## src/rtl/cpu_pkg.sv

```systemverilog
// Shared core definitions: pipeline-control FSM states, PC mux selects and register constants.
package cpu_pkg;

  typedef enum logic [0:0] {
    RUN        = 1'b0,
    REDIR_HOLD = 1'b1
  } pipe_state_e;

  localparam logic       PC_SEL_SEQ   = 1'b0;
  localparam logic       PC_SEL_REDIR = 1'b1;
  localparam logic [4:0] REG_X0       = 5'd0;

  // A load in EX feeding a source register of the instruction in ID; x0 never creates a dependency.
  function automatic logic load_use_hazard(
    input logic       ex_is_load,
    input logic [4:0] ex_rd,
    input logic       use_rs1,
    input logic [4:0] rs1,
    input logic       use_rs2,
    input logic [4:0] rs2
  );
    return ex_is_load && (ex_rd != REG_X0) &&
           ((use_rs1 && (rs1 == ex_rd)) || (use_rs2 && (rs2 == ex_rd)));
  endfunction

endpackage

```

## src/rtl/pipe_perf_cnt.sv

```systemverilog
// Stall and flush event counters for the pipeline control unit; both wrap at 2^CNT_W.
module pipe_perf_cnt #(
  parameter int CNT_W = 32
) (
  input  logic             clk,
  input  logic             rst_n,
  input  logic             stall_i,
  input  logic             flush_i,
  output logic [CNT_W-1:0] stall_cnt_o,
  output logic [CNT_W-1:0] flush_cnt_o
);

  // NOTE: sequential state uses non-blocking assignments so every flop samples pre-edge values.
  always_ff @(posedge clk or negedge rst_n) begin
    if (!rst_n) begin
      stall_cnt_o <= '0;
      flush_cnt_o <= '0;
    end else begin
      if (stall_i) stall_cnt_o <= stall_cnt_o + 1'b1;
      if (flush_i) flush_cnt_o <= flush_cnt_o + 1'b1;
    end
  end

endmodule

```

## src/rtl/pipe_ctrl.sv

```systemverilog
// Five-stage pipeline control: stage enables, bubble flushes and PC mux select, with a redirect
// hold while a fetch is in flight. Optional counters are built with PIPE_CTRL_PERF_EN defined.
module pipe_ctrl
  import cpu_pkg::*;
#(
  parameter int XLEN  = 32
`ifdef PIPE_CTRL_PERF_EN
  ,
  parameter int CNT_W = 32
`endif
) (
  input  logic            clk,
  input  logic            rst_n,
  input  logic [4:0]      id_rs1_addr_i,
  input  logic [4:0]      id_rs2_addr_i,
  input  logic            id_use_rs1_i,
  input  logic            id_use_rs2_i,
  input  logic            ex_is_load_i,
  input  logic [4:0]      ex_rd_addr_i,
  input  logic            ex_redirect_i,
  input  logic [XLEN-1:0] ex_target_i,
  input  logic            im_stall_i,
  input  logic            dm_stall_i,
  output logic            pc_we_o,
  output logic            pc_sel_o,
  output logic [XLEN-1:0] redirect_pc_o,
  output logic            if_id_we_o,
  output logic            id_ex_we_o,
  output logic            ex_mem_we_o,
  output logic            mem_wb_we_o,
  output logic            if_id_flush_o,
  output logic            id_ex_flush_o
`ifdef PIPE_CTRL_PERF_EN
  ,
  output logic [CNT_W-1:0] perf_stall_cnt_o,
  output logic [CNT_W-1:0] perf_flush_cnt_o
`endif
);

  pipe_state_e     state_q, state_d;
  logic [XLEN-1:0] tgt_q, tgt_d;
  logic            lu;
  logic            hold_stalled;

  assign lu = load_use_hazard(ex_is_load_i, ex_rd_addr_i, id_use_rs1_i, id_rs1_addr_i,
                              id_use_rs2_i, id_rs2_addr_i);
  assign hold_stalled = im_stall_i || dm_stall_i;

  always_comb begin
    // NOTE: every output gets a default first so no path through the case can infer a latch.
    state_d       = state_q;
    tgt_d         = tgt_q;
    pc_we_o       = 1'b1;
    pc_sel_o      = PC_SEL_SEQ;
    redirect_pc_o = ex_target_i;
    if_id_we_o    = 1'b1;
    id_ex_we_o    = 1'b1;
    ex_mem_we_o   = 1'b1;
    mem_wb_we_o   = 1'b1;
    if_id_flush_o = 1'b0;
    id_ex_flush_o = 1'b0;

    unique case (state_q)
      RUN: begin
        if (dm_stall_i) begin
          // Whole pipe freezes; redirect and hazard inputs are simply re-presented next cycle.
          pc_we_o     = 1'b0;
          if_id_we_o  = 1'b0;
          id_ex_we_o  = 1'b0;
          ex_mem_we_o = 1'b0;
          mem_wb_we_o = 1'b0;
        end else if (ex_redirect_i && im_stall_i) begin
          // Fetch bus is busy: park the target and replay it once the fetch returns.
          state_d       = REDIR_HOLD;
          tgt_d         = ex_target_i;
          pc_we_o       = 1'b0;
          if_id_we_o    = 1'b0;
          id_ex_flush_o = 1'b1;
        end else if (ex_redirect_i) begin
          pc_sel_o      = PC_SEL_REDIR;
          if_id_flush_o = 1'b1;
          id_ex_flush_o = 1'b1;
        end else if (lu) begin
          pc_we_o       = 1'b0;
          if_id_we_o    = 1'b0;
          id_ex_flush_o = 1'b1;
        end else if (im_stall_i) begin
          pc_we_o       = 1'b0;
          if_id_flush_o = 1'b1;
        end
      end

      REDIR_HOLD: begin
        pc_sel_o      = PC_SEL_REDIR;
        redirect_pc_o = tgt_q;
        id_ex_flush_o = 1'b1;
        id_ex_we_o    = !dm_stall_i;
        ex_mem_we_o   = !dm_stall_i;
        mem_wb_we_o   = !dm_stall_i;
        if (hold_stalled) begin
          pc_we_o    = 1'b0;
          if_id_we_o = 1'b0;
        end else begin
          // The word that finally returns is from the wrong path, so it is dropped.
          if_id_flush_o = 1'b1;
          state_d       = RUN;
        end
      end

      default: state_d = RUN;
    endcase
  end

  always_ff @(posedge clk or negedge rst_n) begin
    if (!rst_n) begin
      state_q <= RUN;
      tgt_q   <= '0;
    end else begin
      state_q <= state_d;
      tgt_q   <= tgt_d;
    end
  end

`ifdef PIPE_CTRL_PERF_EN
  pipe_perf_cnt #(
    .CNT_W(CNT_W)
  ) u_perf (
    .clk         (clk),
    .rst_n       (rst_n),
    .stall_i     (!pc_we_o),
    .flush_i     (if_id_flush_o || id_ex_flush_o),
    .stall_cnt_o (perf_stall_cnt_o),
    .flush_cnt_o (perf_flush_cnt_o)
  );
`endif

endmodule

```

## config.mk

```make
export PLATFORM = sky130hd
export DESIGN_NAME = pipe_ctrl
export DESIGN_NICKNAME = d
export VERILOG_FILES = /design/src/rtl/cpu_pkg.sv /design/src/rtl/pipe_perf_cnt.sv /design/src/rtl/pipe_ctrl.sv
export SDC_FILE = /design/constraint.sdc
export NUM_CORES = 1
export LEC_CHECK = 0
export BUFFER_PORTS_ARGS = -buffer_cell sky130_fd_sc_hd__buf_2
export CAP_MARGIN = 15
export CELL_PAD_IN_SITES_DETAIL_PLACEMENT = 1
export CELL_PAD_IN_SITES_GLOBAL_PLACEMENT = 2
export CORE_MARGIN = 4
export CORE_UTILIZATION = 29
export DETAILED_ROUTE_END_ITERATION = 10
export GPL_ROUTABILITY_DRIVEN = 0
export PLACE_DENSITY = 0.83
export SYNTH_ARGS = -nofsm -noshare
export SYNTH_HDL_FRONTEND = slang
export SYNTH_SLANG_ARGS = --single-unit
```

## constraint.sdc

```tcl
create_clock -name clk -period 2.5 [get_ports clk]
set_input_delay 0.375 -clock clk [delete_from_list [all_inputs] [get_ports clk]]
set_output_delay 0.375 -clock clk [all_outputs]
set_load 0.01 [all_outputs]
```

==> impl_metrics.json <==
{
  "status": "finished, final reports clean",
  "ant_nets": 0,
  "cp_max_fo": 3,
  "dr.pass1.iters": 2,
  "clk_latency_ps": 280,
  "fp.dieArea_sq_um": 7700,
  "layout_commonest_cell": "buf_2",
  "syn_inst": 142,
  "cp_data_required_time_ps": 2120,
  "avgSynthCellArea_sq_um": 13.0,
  "ir_worst_vdd_mv": 0.296,
  "stdcell_count": 312,
  "postCtsSetupRepairBufs": 0,
  "final_cell_mix": "buf_2, mux2_2, dfrtp_1, mux2_1, xnor2_1",
  "grt.total_usage": 0.115,
  "pwr-share-seq": 0.414,
  "dr_total_vias": 1488,
  "cts_resized": 0,
  "fin_nets": 291,
  "layout-drive-gt1-share": 0.599,
  "htreeDepth": 2,
  "die_h_um": 87.7,
  "synth_nets": 197,
  "finalCriticalPeriod_ps": 2040,
  "finalMaxSlewViolations": 0,
  "dp_cells": 304,
  "core_sq_um": 6060,
  "setup_slack_ps": 456,
  "n_fill_cell": 716,
  "hp-class": "input port to async pin",
  "grt_pass1_vias": 1570,
  "finalPower_uw": 1770,
  "dp_slack_ps": 457,
  "cts-root-buf": "clkbuf_8",
  "power_leakage_uw": 0.00120,
  "route.detailed.drc": 0,
  "grt_max_degree": 34,
  "rsz0062_at_grt": "no",
  "grt_antenna_before_repair": 0,
  "worstSetupPathType": "input port to primary output",
  "setup_viol": 0,
  "hpwl_mm": 3.42,
  "fin_area_sq_um": 2500,
  "critPathLaunchType": "input port",
  "cts-buffers-inserted": 5,
  "wirelength_mm": 4.34,
  "reg2reg_slack_ps": 950,
  "intPower_uw": 1290,
  "synth_seq_cells": 33,
  "yosysWarningCount": 0,
  "grt_pass1_wl_mm": 7.04,
  "cp.arrival_ps": 1670,
  "p_switching_uw": 478,
  "antenna_cells": 0,
  "clkSinkCount": 33,
  "placed_area_sq_um": 2380,
  "cts_tree": "done",
  "clkTransAtPathRegs_ps": 70,
  "comb_power_share": 0.298,
  "clkPwrFrac": 0.288,
  "power.density_nw_per_um2": 709,
  "finalSetupTns_ps": 0,
  "worst_pin_slew_ps": 744,
  "die_x_um": 87.7,
  "grt-ovfl-total": 0,
  "viasPerCell": 4.77,
  "hold_buffers": 0,
  "wire_per_inst_um": 13.9,
  "skew_ps": 7.61,
  "clock.fmax_mhz": 489,
  "swShare": 0.270,
  "finalCritPeriodShare": 0.818,
  "max-cap-violations": 0,
  "ys_seq_area_frac": 0.448,
  "syn_to_final_growth_pct": 35.5,
  "io_pins": 95,
  "ys_types": 25,
  "slew_headroom": 0.504,
  "hold_viol_final": 0,
  "rows": 28,
  "clockBufferDepth": 2,
  "start_util": 0.304,
  "io_buffer_count": 94,
  "synth_area_sq_um": 1840,
  "end_kind": "primary output",
  "drt_iter0_drc": 21
}
## layer usage
metal	GRT usage	up-vias	share of wire
met5	0	-	0
met4	0.0293	0	0.0062
met3	0.0386	4	0.11
met2	0.203	67	0.47
met1	0.134	722	0.41
li1	-	695	-
## power by group through the flow
| stage | logic (uW) | registers, uW | clock network [uW] |
|---|---|---|---|
| after floorplan | 344 | 721 | 0 |
| after global placement | 530 | 735 | 0 |
| after detailed placement | 542 | 743 | 0 |
| after CTS | 543 | 734 | 533 |
| after global routing | 588 | 752 | 561 |
| final | 528 | 734 | 510 |
## worst max-delay path, stage by stage
cell	delay, ps
buf_2	120
or4_4	540
o21ai_2	140
nor2_1	50
a211o_1	290
buf_2	140
## state kept, by name (all words and copies together), names as in the netlist
signal   count
state_q      1
tgt_q       32
## worst paths after layout
path                            startpoint       endpoint  depth (start not counted)
hold / removal                       rst_n      tgt_q[14]                          1
max in group asynchronous            rst_n      tgt_q[31]                          1
hold reg to reg                  tgt_q[28]      tgt_q[28]                          1
min in group clk            ex_target_i[5]       tgt_q[5]                          2
setup reg to reg                   state_q       tgt_q[7]                          3
setup / recovery           ex_rd_addr_i[1]  id_ex_flush_o                          6
## final cells by class
type                            instances  area, sq um  area share
Inverter                                1         3.75     0.00150
Clock inverter                          1         30.0      0.0120
Tap cell                               75         93.8      0.0375
Sequential cell                        33          826       0.330
Timing Repair Buffer                   97          505       0.202
Clock buffer                            7         86.3      0.0345
Multi-Input combinational cell         98          955       0.382
## synthesized netlist by cell type (all sizes together)
master	count	share of area
clkbuf	1	0.0020
a21oi	2	0.0054
or3	1	0.0034
o22ai	1	0.0034
o21ai	2	0.0075
xnor2	10	0.047
a21o	1	0.0041
nand3	1	0.0027
mux2	64	0.39
nand4	2	0.0068
nor3	1	0.0027
a211o	1	0.0047
nand2	3	0.0061
or4	1	0.0061
dfrtp	33	0.45
o211a	1	0.0054
a21boi	1	0.0041
buf	9	0.031
and3b	1	0.0047
nor2	4	0.0081
nor2b	1	0.0034
inv	1	0.0020
## cells by family after synthesis
group           synth area share
compound gates            0.0346
xor+xnor                  0.0475
buf+inv                   0.0353
flops                      0.448
mux                        0.391
simple gates              0.0441
## per-stage QoR
step	util	hold slack [ps]
global placement	0.393	461
detailed placement	0.393	473
finish	0.412	160
floorplan	-	79.4
CTS	0.412	177
global route	0.412	215
Power figures use the tool's default switching activity.
